File: config.mk
export PLATFORM = sky130hd
export DESIGN_NAME = pattern_framer0110
export DESIGN_NICKNAME = d
export VERILOG_FILES = /design/src/rtl/pattern_framer0110.sv
export SDC_FILE = /design/constraint.sdc
export NUM_CORES = 1
export LEC_CHECK = 0
export CORE_UTILIZATION = 45
export CTS_BUF_LIST = sky130_fd_sc_hd__clkbuf_4 sky130_fd_sc_hd__clkbuf_8
export DETAILED_ROUTE_END_ITERATION = 8
export GPL_ROUTABILITY_DRIVEN = 1
export PLACE_DENSITY = 0.72
export SLEW_MARGIN = 20
export SYNTH_ARGS = -nofsm -noshare
export SYNTH_HDL_FRONTEND = slang
export SYNTH_SLANG_ARGS = --single-unit
File: constraint.sdc
create_clock -name clk -period 2.3 [get_ports clk]
set_input_delay 0.345 -clock clk [delete_from_list [all_inputs] [get_ports clk]]
set_output_delay 0.345 -clock clk [all_outputs]
set_load 0.05 [all_outputs]
File: src/rtl/pattern_framer0110.sv
// Serial frame transmitter: sync pattern 0110 followed by the payload MSB-first,
// with a 1 stuffed after every 011 so the pattern never recurs inside a frame.
module pattern_framer0110 #(
    parameter int DATA_W = 8
) (
    input  logic              clk,
    input  logic              rst_n,
    input  logic              bit_en,
    input  logic              start,
    input  logic [DATA_W-1:0] data_in,
    output logic              ready,
    output logic              ser_out,
    output logic              ser_valid,
    output logic              done
);

    localparam int CNT_W = $clog2(DATA_W + 1);
    localparam logic [3:0] PREAMBLE = 4'b0110;

    typedef enum logic [1:0] {
        IDLE  = 2'd0,
        PRE   = 2'd1,
        DATA  = 2'd2,
        STUFF = 2'd3
    } state_t;

    state_t             state_r, state_s;
    logic [DATA_W-1:0]  shift_r, shift_s;
    logic [2:0]         hist_r, hist_s;
    logic [1:0]         pre_cnt_r, pre_cnt_s;
    logic [CNT_W-1:0]   pay_cnt_r, pay_cnt_s;
    logic               ready_r, ready_s;
    logic               ser_out_r, ser_out_s;
    logic               ser_valid_r, ser_valid_s;
    logic               done_r, done_s;

    logic               emit_s;
    logic               emit_bit_s;
    logic [2:0]         hist_upd_s;

    // A stuff bit is due whenever the last three line bits read 011.
    function automatic logic needs_stuff(input logic [2:0] hist);
        return (hist == 3'b011);
    endfunction

    // State and output registers.
    always_ff @(posedge clk or negedge rst_n) begin
        if (!rst_n) begin
            state_r     <= IDLE;
            shift_r     <= {DATA_W{1'b0}};
            hist_r      <= 3'b111;
            pre_cnt_r   <= 2'd0;
            pay_cnt_r   <= {CNT_W{1'b0}};
            ready_r     <= 1'b1;
            ser_out_r   <= 1'b1;
            ser_valid_r <= 1'b0;
            done_r      <= 1'b0;
        end else begin
            state_r     <= state_s;
            shift_r     <= shift_s;
            hist_r      <= hist_s;
            pre_cnt_r   <= pre_cnt_s;
            pay_cnt_r   <= pay_cnt_s;
            ready_r     <= ready_s;
            ser_out_r   <= ser_out_s;
            ser_valid_r <= ser_valid_s;
            done_r      <= done_s;
        end
    end

    // Bit selection for the current state and the resulting history.
    always_comb begin
        emit_s = bit_en && (state_r != IDLE);
        case (state_r)
            PRE:     emit_bit_s = PREAMBLE[2'd3 - pre_cnt_r];
            DATA:    emit_bit_s = shift_r[DATA_W-1];
            STUFF:   emit_bit_s = 1'b1;
            default: emit_bit_s = 1'b1;
        endcase
        hist_upd_s = {hist_r[1:0], emit_bit_s};
    end

    // Next-state logic.
    always_comb begin
        state_s = state_r;
        case (state_r)
            IDLE: begin
                if (start) begin
                    state_s = PRE;
                end else begin
                    state_s = IDLE;
                end
            end
            PRE: begin
                if (bit_en && (pre_cnt_r == 2'd3)) begin
                    state_s = DATA;
                end else begin
                    state_s = PRE;
                end
            end
            DATA: begin
                // The stuff check also covers the final payload bit.
                if (!bit_en) begin
                    state_s = DATA;
                end else if (needs_stuff(hist_upd_s)) begin
                    state_s = STUFF;
                end else if (pay_cnt_r == CNT_W'(DATA_W - 1)) begin
                    state_s = IDLE;
                end else begin
                    state_s = DATA;
                end
            end
            STUFF: begin
                if (!bit_en) begin
                    state_s = STUFF;
                end else if (pay_cnt_r == CNT_W'(DATA_W)) begin
                    state_s = IDLE;
                end else begin
                    state_s = DATA;
                end
            end
            default: state_s = IDLE;
        endcase
    end

    // Datapath and registered-output next values.
    always_comb begin
        shift_s     = shift_r;
        hist_s      = hist_r;
        pre_cnt_s   = pre_cnt_r;
        pay_cnt_s   = pay_cnt_r;
        ready_s     = ready_r;
        ser_out_s   = ser_out_r;
        ser_valid_s = 1'b0;
        done_s      = 1'b0;
        if (state_r == IDLE) begin
            ser_out_s = 1'b1;
            if (start) begin
                shift_s   = data_in;
                pre_cnt_s = 2'd0;
                pay_cnt_s = {CNT_W{1'b0}};
                ready_s   = 1'b0;
            end else begin
                ready_s   = 1'b1;
            end
        end else if (emit_s) begin
            ser_out_s   = emit_bit_s;
            ser_valid_s = 1'b1;
            hist_s      = hist_upd_s;
            done_s      = (state_s == IDLE);
            ready_s     = (state_s == IDLE);
            case (state_r)
                PRE:     pre_cnt_s = pre_cnt_r + 2'd1;
                DATA: begin
                    shift_s   = {shift_r[DATA_W-2:0], 1'b0};
                    pay_cnt_s = pay_cnt_r + CNT_W'(1);
                end
                default: pre_cnt_s = pre_cnt_r;
            endcase
        end else begin
            ser_out_s = ser_out_r;
        end
    end

    assign ready     = ready_r;
    assign ser_out   = ser_out_r;
    assign ser_valid = ser_valid_r;
    assign done      = done_r;

endmodule

==> impl_results.md, run 1 <==
* Status: completed
* Leakage at roughly 0.63 nW
* Total number of vias at between 800 and 900
* Initial Util at 0.474
* Overall routing resource usage at 0.183
* Die Width at 53.1 µm
* N_diodes at 0
* Final RePlAce weighted congestion at 0.821
* Layout cells sized above 1 at 0.233
* Core area at 2480 µm²
* # IOs at 16
* Postcts setup bufs at 0
* Commonest non-fill, non-tap cell in the layout: dfrtp_1
* Hold buffer count at CTS at 0
* Critical Path End Type: output port
* Pin count of the biggest net entering global routing at 15
* Yosys Warn Count at 0
* Worst-case clock skew at 0.00251 ns
* Critical Path Source: ready
* CP top delay family: buffers and inverters
* Startpoint types: register
* Total power at between 0.0015 and 0.002 W
* Syn Area/Cell at ~12 µm²
* Synth area leader: dfrtp_1
* Count of cell types in the netlist at 35
* Syn Inst Count at between 100 and 150
* Final worst setup slack at approximately 0.3 ns
* Most used DFF post-synth: dfrtp_1
* Max Buffers Root-to-Sink at 2
* Crit path max-delay cell type: clkdlybuf4s50_1
* Die height at between 50 and 60 µm
* HP Class: input pin to async pin
* Die ar. at 2820 µm²
* Critical R2R Launch: state_r[1]
* Worst slack, placed at between 0.3 and 0.4 ns
* Post-synthesis instance area at between 1000 and 1500 µm²
* Sequential area share after synthesis at 0.473
* Post-CTS sizing at 0
* MaxCap Viol Count at 0
* CTS tree: yes
* Root buffer cell: clkbuf_4
* Slowest cell delay on critical path at just under 0.8 ns
* Max-slew violation count at 0
* Top area cells in the synthesized netlist: dfrtp_1, mux2_2, dfstp_2
* Fin nets at 140
* Post-synth EDFFs at 0
* DRC errors left at 0
* Endpoints failing setup at 0
* H-tree Lvls at 1
* Fmax at between 0.5 and 0.6 GHz
* Floorplan row count at 18
* Worst slew pin tran at approximately 0.59 ns
* FF+latch count, synth at 22
* FF-to-FF End: shift_r[7]
* Initial antenna violation count at 0
* Wire length after detailed routing at 2.06 mm
* Cell Chain, Critical Path: clkdlybuf4s50_1
* WS Path Type: register to output port
* DR pass1 iterations at 4
* Clk sinks at 22
* Unrepaired setup endpoints after global routing: no
* Slew margin rel. at 0.605
* Commonest cells after routing, fill and taps aside: dfrtp_1, mux2_2, clkdlybuf4s50_1
* 1st-iter DRT viols at 10
* Fin Setup TNS at 0 ns
* Worst EP required at just under 2 ns
* Synth Net Count at around 120
* First-pass GRT wire length at approximately 3.7 mm
* Final HPWL DP at between 1.5 and 2 mm
* Via density at ~5.6
* CP arrival at 1.65 ns
* R2R depth at 5
* Crit share post-route at 0.868
* Hold Vio Cnt, Final at 0
* Ys async rst share at 1.00
* Util after Layout at 0.567
* Total grt overflow at 0
* Via count of the first global-routing pass at 848
* Detail Route Antenna Nets at 0
* DR WL/cell at approximately 14 µm
* Worst-Skew Late Latency at approximately 0.31 ns
* Worst VDD drop at approximately 670 µV
* CP max FO at 2
* Num CTS Buffers at 3
* Final min period at 2.00 ns
* Buffers & Inverters on Critical Path at 1
* Pwr per Cell Area at between 1000 and 1500 nW/µm²
* Area growth, synth to finish at 19.7%
* Reg2reg setup slack at approximately 0.43 ns
* I/O Buffers at 15
* Post-synth top area share at 0.384
* Clk slew on worst S/H paths at 0.12 ns
## cell type report
class,count,area [µm²]
clock buffer,3,22.5
inverter,8,30.0
timing repair buffer,17,165
multi-input combinational,69,564
tap,30,37.5
clock inverter,1,30.0
fill,207,1070
sequential,22,556
## per-stage QoR
step	area, µm²	hold slack (ns)	instances
after detailed placement	1350	0.490	146
after CTS	1410	0.400	150
after global routing	1410	0.447	150
after global placement	1350	0.482	146
final	1410	0.396	150
after floorplan	1170	0.0494	102
## Yosys cell counts, drive strengths merged, types with 2 or more instances
library cell / number
ha: 7
a31oi: 2
nand3b: 2
buf: 3
inv: 8
nand4b: 2
dfrtp: 18
nand2: 8
nand3: 8
nor2b: 3
o21ai: 4
mux2: 15
dfstp: 4
## worst max path at each step
stage,to,slack (ns),depth (start not counted)
2_1_floorplan,shift_r[2],0.70,6
3_3_place_gp,state_r[1],0.42,4
3_5_place_dp,shift_r[6],0.40,4
4_1_cts,ready,0.28,1
5_1_grt,ready,0.24,1
6_report,ready,0.30,1
## power by group
part / switching, W / internal (W) / total (W)
Combinational: 0.000393 / 0.000377 / 0.000770
Sequential: 0.0000859 / 0.000557 / 0.000643
Clock: 0.000118 / 0.000176 / 0.000294
## layer usage
metal  GRT usage  share of wire  vias up
met1       0.228           0.43      415
li1            -              -      406
met3      0.0402          0.038        4
met5           0              0        -
met2       0.300           0.51       19
met4      0.0833          0.018        0
## flip-flops by register name, indices dropped and copies added (netlist names)
register   cells
ser_out        1
done           1
state_r        2
pay_cnt_r      4
ser_valid      1
ready          1
pre_cnt_r      2
shift_r        8
hist_r         2
## logic make-up (layout without fill, tap and decap cells)
family	after synthesis	count (layout)	synth area share
simple gates	28	28	0.143
flops	22	22	0.473
buf+inv	11	29	0.0458
xor+xnor	1	1	0.00746
mux	15	15	0.144
compound gates	18	18	0.112
fa+ha+maj	7	7	0.0746
(Power assumes the default switching activity.)
==> run 2: changes to the inputs <==
--- a/config.mk
+++ b/config.mk
@@ -5,6 +5,7 @@
 export SDC_FILE = /design/constraint.sdc
 export NUM_CORES = 1
 export LEC_CHECK = 0
+export CORE_ASPECT_RATIO = 0.6
 export CORE_UTILIZATION = 45
 export CTS_BUF_LIST = sky130_fd_sc_hd__clkbuf_4 sky130_fd_sc_hd__clkbuf_8
 export DETAILED_ROUTE_END_ITERATION = 8
==> impl_results.md, run 2 (synthesis results as in run 1) <==
* Crit share post-route at 0.844 (was 0.868)
* Final min period at 1.94 ns (was 2.00 ns)
* Clock power frac at 0.162 (was 0.172)
* Root buffer cell: clkbuf_8 (was clkbuf_4)
* Part of the power in registers at 0.376 (was 0.377)
* H-tree Lvls at 1 (unchanged)
* Startpoint types: register (unchanged)
* CP max FO at 2 (unchanged)
* I/O Buffers at 15 (unchanged)
* N_diodes at 0 (unchanged)
* MaxCap Viol Count at 0 (unchanged)
* Num CTS Buffers at 3 (unchanged)
* Via density at 5.47 (was 5.63)
* CP arrival at 1.60 ns (was 1.65 ns)
* DR WL/cell at 14.2 µm (was 13.7 µm)
* Floorplan row count at 13 (was 18)
* Via count of the first global-routing pass at 804 (was 848)
* Max-slew violation count at 0 (unchanged)
* Worst-case clock skew at 0.00375 ns (was 0.00251 ns)
* Initial antenna violation count at 0 (unchanged)
* Regs by FF count: shift_r x8, pay_cnt_r x4 (unchanged)
* Unrepaired setup endpoints after global routing: no (unchanged)
* Max Buffers Root-to-Sink at 2 (unchanged)
* Commonest non-fill, non-tap cell in the layout: dfrtp_1 (unchanged)
* Pin count of the biggest net entering global routing at 23 (was 15)
* Metal2 WL at 940 µm (was 1.05 mm)
* Status: completed (unchanged)
* WS Path Type: register to output port (unchanged)
* DRC errors left at 0 (unchanged)
* Fmax at 0.515 GHz (was 0.501 GHz)
* Multi-input gate area at 564 µm² (unchanged)
* Die ar. at 2820 µm² (about the same)
* Leakage at 0.632 nW (was 0.631 nW)
* Clk sinks at 22 (unchanged)
* Clk slew on worst S/H paths at 0.08 ns (was 0.12 ns)
* Final RePlAce weighted congestion at 0.890 (was 0.821)
* Die height at 41.6 µm (was 53.1 µm)
* Hold Vio Cnt, Final at 0 (unchanged)
* Top reg by flops: shift_r (unchanged)
* First-pass GRT wire length at 3.66 mm (was 3.65 mm)
* Worst VDD drop at 534 µV (was 671 µV)
* Cell Chain, Critical Path: clkdlybuf4s50_1 (unchanged)
* Initial Util at 0.508 (was 0.474)
* DR pass1 iterations at 4 (unchanged)
* Net load switching power at 0.000618 W (was 0.000596 W)
* Detail Route Antenna Nets at 0 (unchanged)
* Slowest cell delay on critical path at 0.80 ns (was 0.79 ns)
* Layout cells sized above 1 at 0.233 (unchanged)
* Final HPWL DP at 1.56 mm (was 1.59 mm)
* Worst-Skew Late Latency at 0.26 ns (was 0.31 ns)
* Routed wl met3 at 137 µm (was 78 µm)
* Slew margin rel. at 0.665 (was 0.605)
* Pwr per Cell Area at 1210 nW/µm² (about the same)
* Net Sw Frac at 0.362 (was 0.349)
* CP top delay family: buffers and inverters (unchanged)
* Total grt overflow at 0 (unchanged)
* # IOs at 16 (unchanged)
* Total power at 0.00171 W (about the same)
* Logic pwr share at 0.461 (was 0.451)
* Critical R2R Launch: state_r[1] (unchanged)
* Die Width at 67.9 µm (was 53.1 µm)
* Reg area at 556 µm² (unchanged)
* Fin nets at 140 (unchanged)
* Wire length after detailed routing at 2.14 mm (was 2.06 mm)
* Crit path max-delay cell type: clkdlybuf4s50_1 (unchanged)
* Area growth, synth to finish at 19.9% (was 19.7%)
* Endpoints failing setup at 0 (unchanged)
* CTS tree: yes (unchanged)
* Total number of vias at 821 (was 844)
* Fin Setup TNS at 0 ns (unchanged)
* Post-CTS sizing at 0 (unchanged)
* DRT met1 WL at 1.03 mm (was 890 µm)
* 1st-iter DRT viols at 43 (was 10)
* Postcts setup bufs at 0 (unchanged)
* Final Hold Slack at 0.417 ns (was 0.396 ns)
* Worst EP required at 1.96 ns (about the same)
* Number of flip-flops in the largest register at 8 (unchanged)
* Cell Int Power at 0.00109 W (was 0.00111 W)
* Critical Path Source: ser_out (was ready)
* HP Class: input pin to async pin (unchanged)
* Hold buffer count at CTS at 0 (unchanged)
* Worst slew pin tran at 0.501 ns (was 0.590 ns)
* Buffers & Inverters on Critical Path at 1 (unchanged)
* Commonest cells after routing, fill and taps aside: dfrtp_1, mux2_2, clkdlybuf4s50_1 (unchanged)
* Top layer used by detailed routing: met4 (unchanged)
* Overall routing resource usage at 0.181 (was 0.183)
* Critical Path End Type: output port (unchanged)
* Fillers at 175 (was 207)
* Core area at 2310 µm² (was 2480 µm²)
[run 2: cell count changes in the layout (fill, tap and decap cells not counted), sizes merged]
cell    delta
clkbuf     +1
bufinv     -1
[run 2: cell type report]
cell class | instances | share of cell area
inverters | 8 | 0.0213
repair buffers | 17 | 0.117
multi-input cells | 69 | 0.401
flip-flops and latches | 22 | 0.395
clock buffers | 4 | 0.0391
well taps | 30 | 0.0267
[run 2: per-layer routing]
layer	up-vias	GRT usage
met5	-	0
met4	0	0.0708
met3	4	0.0687
met2	36	0.261
met1	373	0.244
li1	408	-
[run 2: path summary, 6_finish.rpt]
path	depth (start not counted)	to	slack, ns
setup / recovery	1	ser_out	0.36
hold / removal	2	pay_cnt_r[1]	0.42
setup reg to reg	5	shift_r[3]	0.49
hold reg to reg	2	shift_r[0]	0.51
max in group asynchronous	2	ready	1.60
min in group clk	2	shift_r[0]	0.51
[run 2: power by group through the flow]
stage | clock network [W] | logic [W] | registers, W
final | 0.000277 | 0.000788 | 0.000642
after global routing | 0.000305 | 0.000856 | 0.000666
after CTS | 0.000285 | 0.000785 | 0.000644
after detailed placement | 0 | 0.000775 | 0.000650
after global placement | 0 | 0.000762 | 0.000641
after floorplan | 0 | 0.000513 | 0.000728
[run 2: per-stage QoR]
stage	setup WS [ns]	cells	instance area (µm²)	util
2_1_floorplan	0.698	102	1170	-
3_3_place_gp	0.443	146	1350	0.586
3_5_place_dp	0.409	146	1350	0.586
4_1_cts	0.341	150	1410	0.609
5_1_grt	0.309	150	1410	0.609
6_report	0.358	150	1410	0.609
==> run 3: changes to the inputs <==
==> constraint.sdc (replaced) <==
create_clock -name clk -period 2 [get_ports clk]
set_input_delay 0.3 -clock clk [delete_from_list [all_inputs] [get_ports clk]]
set_output_delay 0.3 -clock clk [all_outputs]
set_load 0.05 [all_outputs]
==> impl_results.md, run 3 (synthesis results as in run 1) <==
* Crit share post-route at 0.968
* Slowest cell delay on critical path at 0.81 ns (was 0.80 ns)
* Top reg by flops: shift_r (unchanged)
* CP max FO at 2 (unchanged)
* Critical R2R Launch: state_r[1] (unchanged)
* Wire length after detailed routing at 2.17 mm (was 2.14 mm)
* Final min period at between 1.5 and 2 ns
* Layout cells sized above 1 at 0.246 (was 0.233)
* Root buffer cell: clkbuf_8 (unchanged)
* Final HPWL DP at 1.55 mm (was 1.56 mm)
* Initial Util at 0.508 (unchanged)
* Overall routing resource usage at 0.188 (was 0.181)
* Die height at 41.6 µm (unchanged)
* Regs by FF count: shift_r x8, pay_cnt_r x4 (unchanged)
* HP Class: input pin to async pin (unchanged)
* Unrepaired setup endpoints after global routing: no (unchanged)
* Via count of the first global-routing pass at 812 (was 804)
* Die Width at 67.9 µm (unchanged)
* Buffers & Inverters on Critical Path at 1 (unchanged)
* Worst slew pin tran at 0.502 ns (was 0.501 ns)
* Leakage at 0.646 nW (was 0.632 nW)
* Post-CTS sizing at 0 (unchanged)
* Reg2reg setup slack at 0.23 ns (was 0.49 ns)
* Fin Setup TNS at 0 ns (unchanged)
* Core area at 2310 µm² (unchanged)
* Total power at 0.00202 W (was 0.00171 W)
* Worst EP required at 1.70 ns (was 1.96 ns)
* Critical Path Source: ready (was ser_out)
* I/O Buffers at 15 (unchanged)
* DRC errors left at 0 (unchanged)
* N_diodes at 0 (unchanged)
* H-tree Lvls at 1 (unchanged)
* Detail Route Antenna Nets at 0 (unchanged)
* Via density at 5.45 (was 5.47)
* CP arrival at 1.64 ns (was 1.60 ns)
* Worst-Skew Late Latency at 0.27 ns (was 0.26 ns)
* Floorplan row count at 13 (unchanged)
* Cell Chain, Critical Path: clkdlybuf4s50_1 (unchanged)
* Pwr per Cell Area at 1410 nW/µm² (was 1210 nW/µm²)
* # IOs at 16 (unchanged)
* Endpoints failing setup at 0 (unchanged)
* Num CTS Buffers at 3 (unchanged)
* Initial antenna violation count at 0 (unchanged)
* FF-to-FF End: shift_r[4] (was shift_r[3])
* Final Cell Area at 1440 µm² (was 1410 µm²)
* Clk slew on worst S/H paths at 0.08 ns (about the same)
* CTS tree: yes (unchanged)
* DR pass1 iterations at 4 (unchanged)
* Die ar. at 2820 µm² (unchanged)
* CP top delay family: buffers and inverters (unchanged)
* Fmax at 0.517 GHz
* Area growth, synth to finish at 22.3% (was 19.9%)
* Commonest non-fill, non-tap cell in the layout: dfrtp_1 (unchanged)
* Pin count of the biggest net entering global routing at 23 (unchanged)
* Slew margin rel. at 0.664 (was 0.665)
* Status: completed (unchanged)
* Hold Vio Cnt, Final at 0 (unchanged)
* Startpoint types: register (unchanged)
* MaxCap Viol Count at 0 (unchanged)
* Hold buffer count at CTS at 0 (unchanged)
* Critical Path End Type: output port (unchanged)
* Max Buffers Root-to-Sink at 2 (unchanged)
* Final Non-Filler Cells at 152 (was 150)
* Crit path max-delay cell type: clkdlybuf4s50_1 (unchanged)
* Fin nets at 142 (was 140)
* Postcts setup bufs at 0 (unchanged)
* Clk sinks at 22 (unchanged)
* Critical Path Stages at 1 (unchanged)
* Worst VDD drop at 596 µV (was 534 µV)
* DR WL/cell at 14.2 µm (about the same)
* R2R depth at 5 (unchanged)
* DP Area at 1380 µm² (was 1350 µm²)
* Number of flip-flops in the largest register at 8 (unchanged)
* Fillers at 184 (was 175)
* Util after Layout at 0.621 (was 0.609)
* Final RePlAce weighted congestion at 0.855 (was 0.890)
* First-pass GRT wire length at 3.77 mm (was 3.66 mm)
* Max-slew violation count at 0 (unchanged)
* WS Path Type: register to output port (unchanged)
* 1st-iter DRT viols at 53 (was 43)
* Worst-case clock skew at 0.00497 ns (was 0.00375 ns)
* Post-Place Cells at 148 (was 146)
* Total number of vias at 829 (was 821)
* Total grt overflow at 0 (unchanged)
* Commonest cells after routing, fill and taps aside: dfrtp_1, mux2_2, clkdlybuf4s50_1 (unchanged)
[run 3: changes by cell type in the layout (fill, tap and decap cells not counted), sizes merged]
cell,previous run,this run
buf,2,4
[run 3: report_power, final]
part / internal (W) / switching (W)
Clock: 0.000176 / 0.000147
Sequential: 0.000643 / 0.000105
Combinational: 0.000483 / 0.000469
[run 3: worst max-delay path by stage]
stage                      end
finish                   ready
CTS                      ready
detailed placement  shift_r[4]
floorplan           shift_r[2]
global route             ready
global placement    state_r[1]
[run 3: metrics by stage]
step / worst slack, ns / hold WS [ns]
after floorplan: 0.398 / 0.00441
after global placement: 0.188 / 0.483
after detailed placement: 0.143 / 0.492
after CTS: 0.0589 / 0.380
after global routing: 0.0461 / 0.391
final: 0.0643 / 0.372
[run 3: cell type report]
type	instances	area, µm²	share of cell area
multi-input combinational	69	564	0.393
clock buffer	4	55.1	0.0384
inverter	8	30.0	0.0209
sequential	22	556	0.387
timing repair buffer	19	193	0.134
tap	30	37.5	0.0262
[run 3: per-layer routing]
layer	GRT usage	part of all wire	vias up
met4	0.0875	0.013	0
li1	-	-	406
met1	0.246	0.51	403
met5	0	0	-
met3	0.0687	0.046	2
met2	0.275	0.43	18
[run 3: worst reg2reg max path, stage by stage, from the launching register on]
cell	delay, ns
dfrtp_1	0.43
inv_1	0.09
ha_1	0.37
buf_12	0.17
mux2_2	0.32
mux2_2	0.27
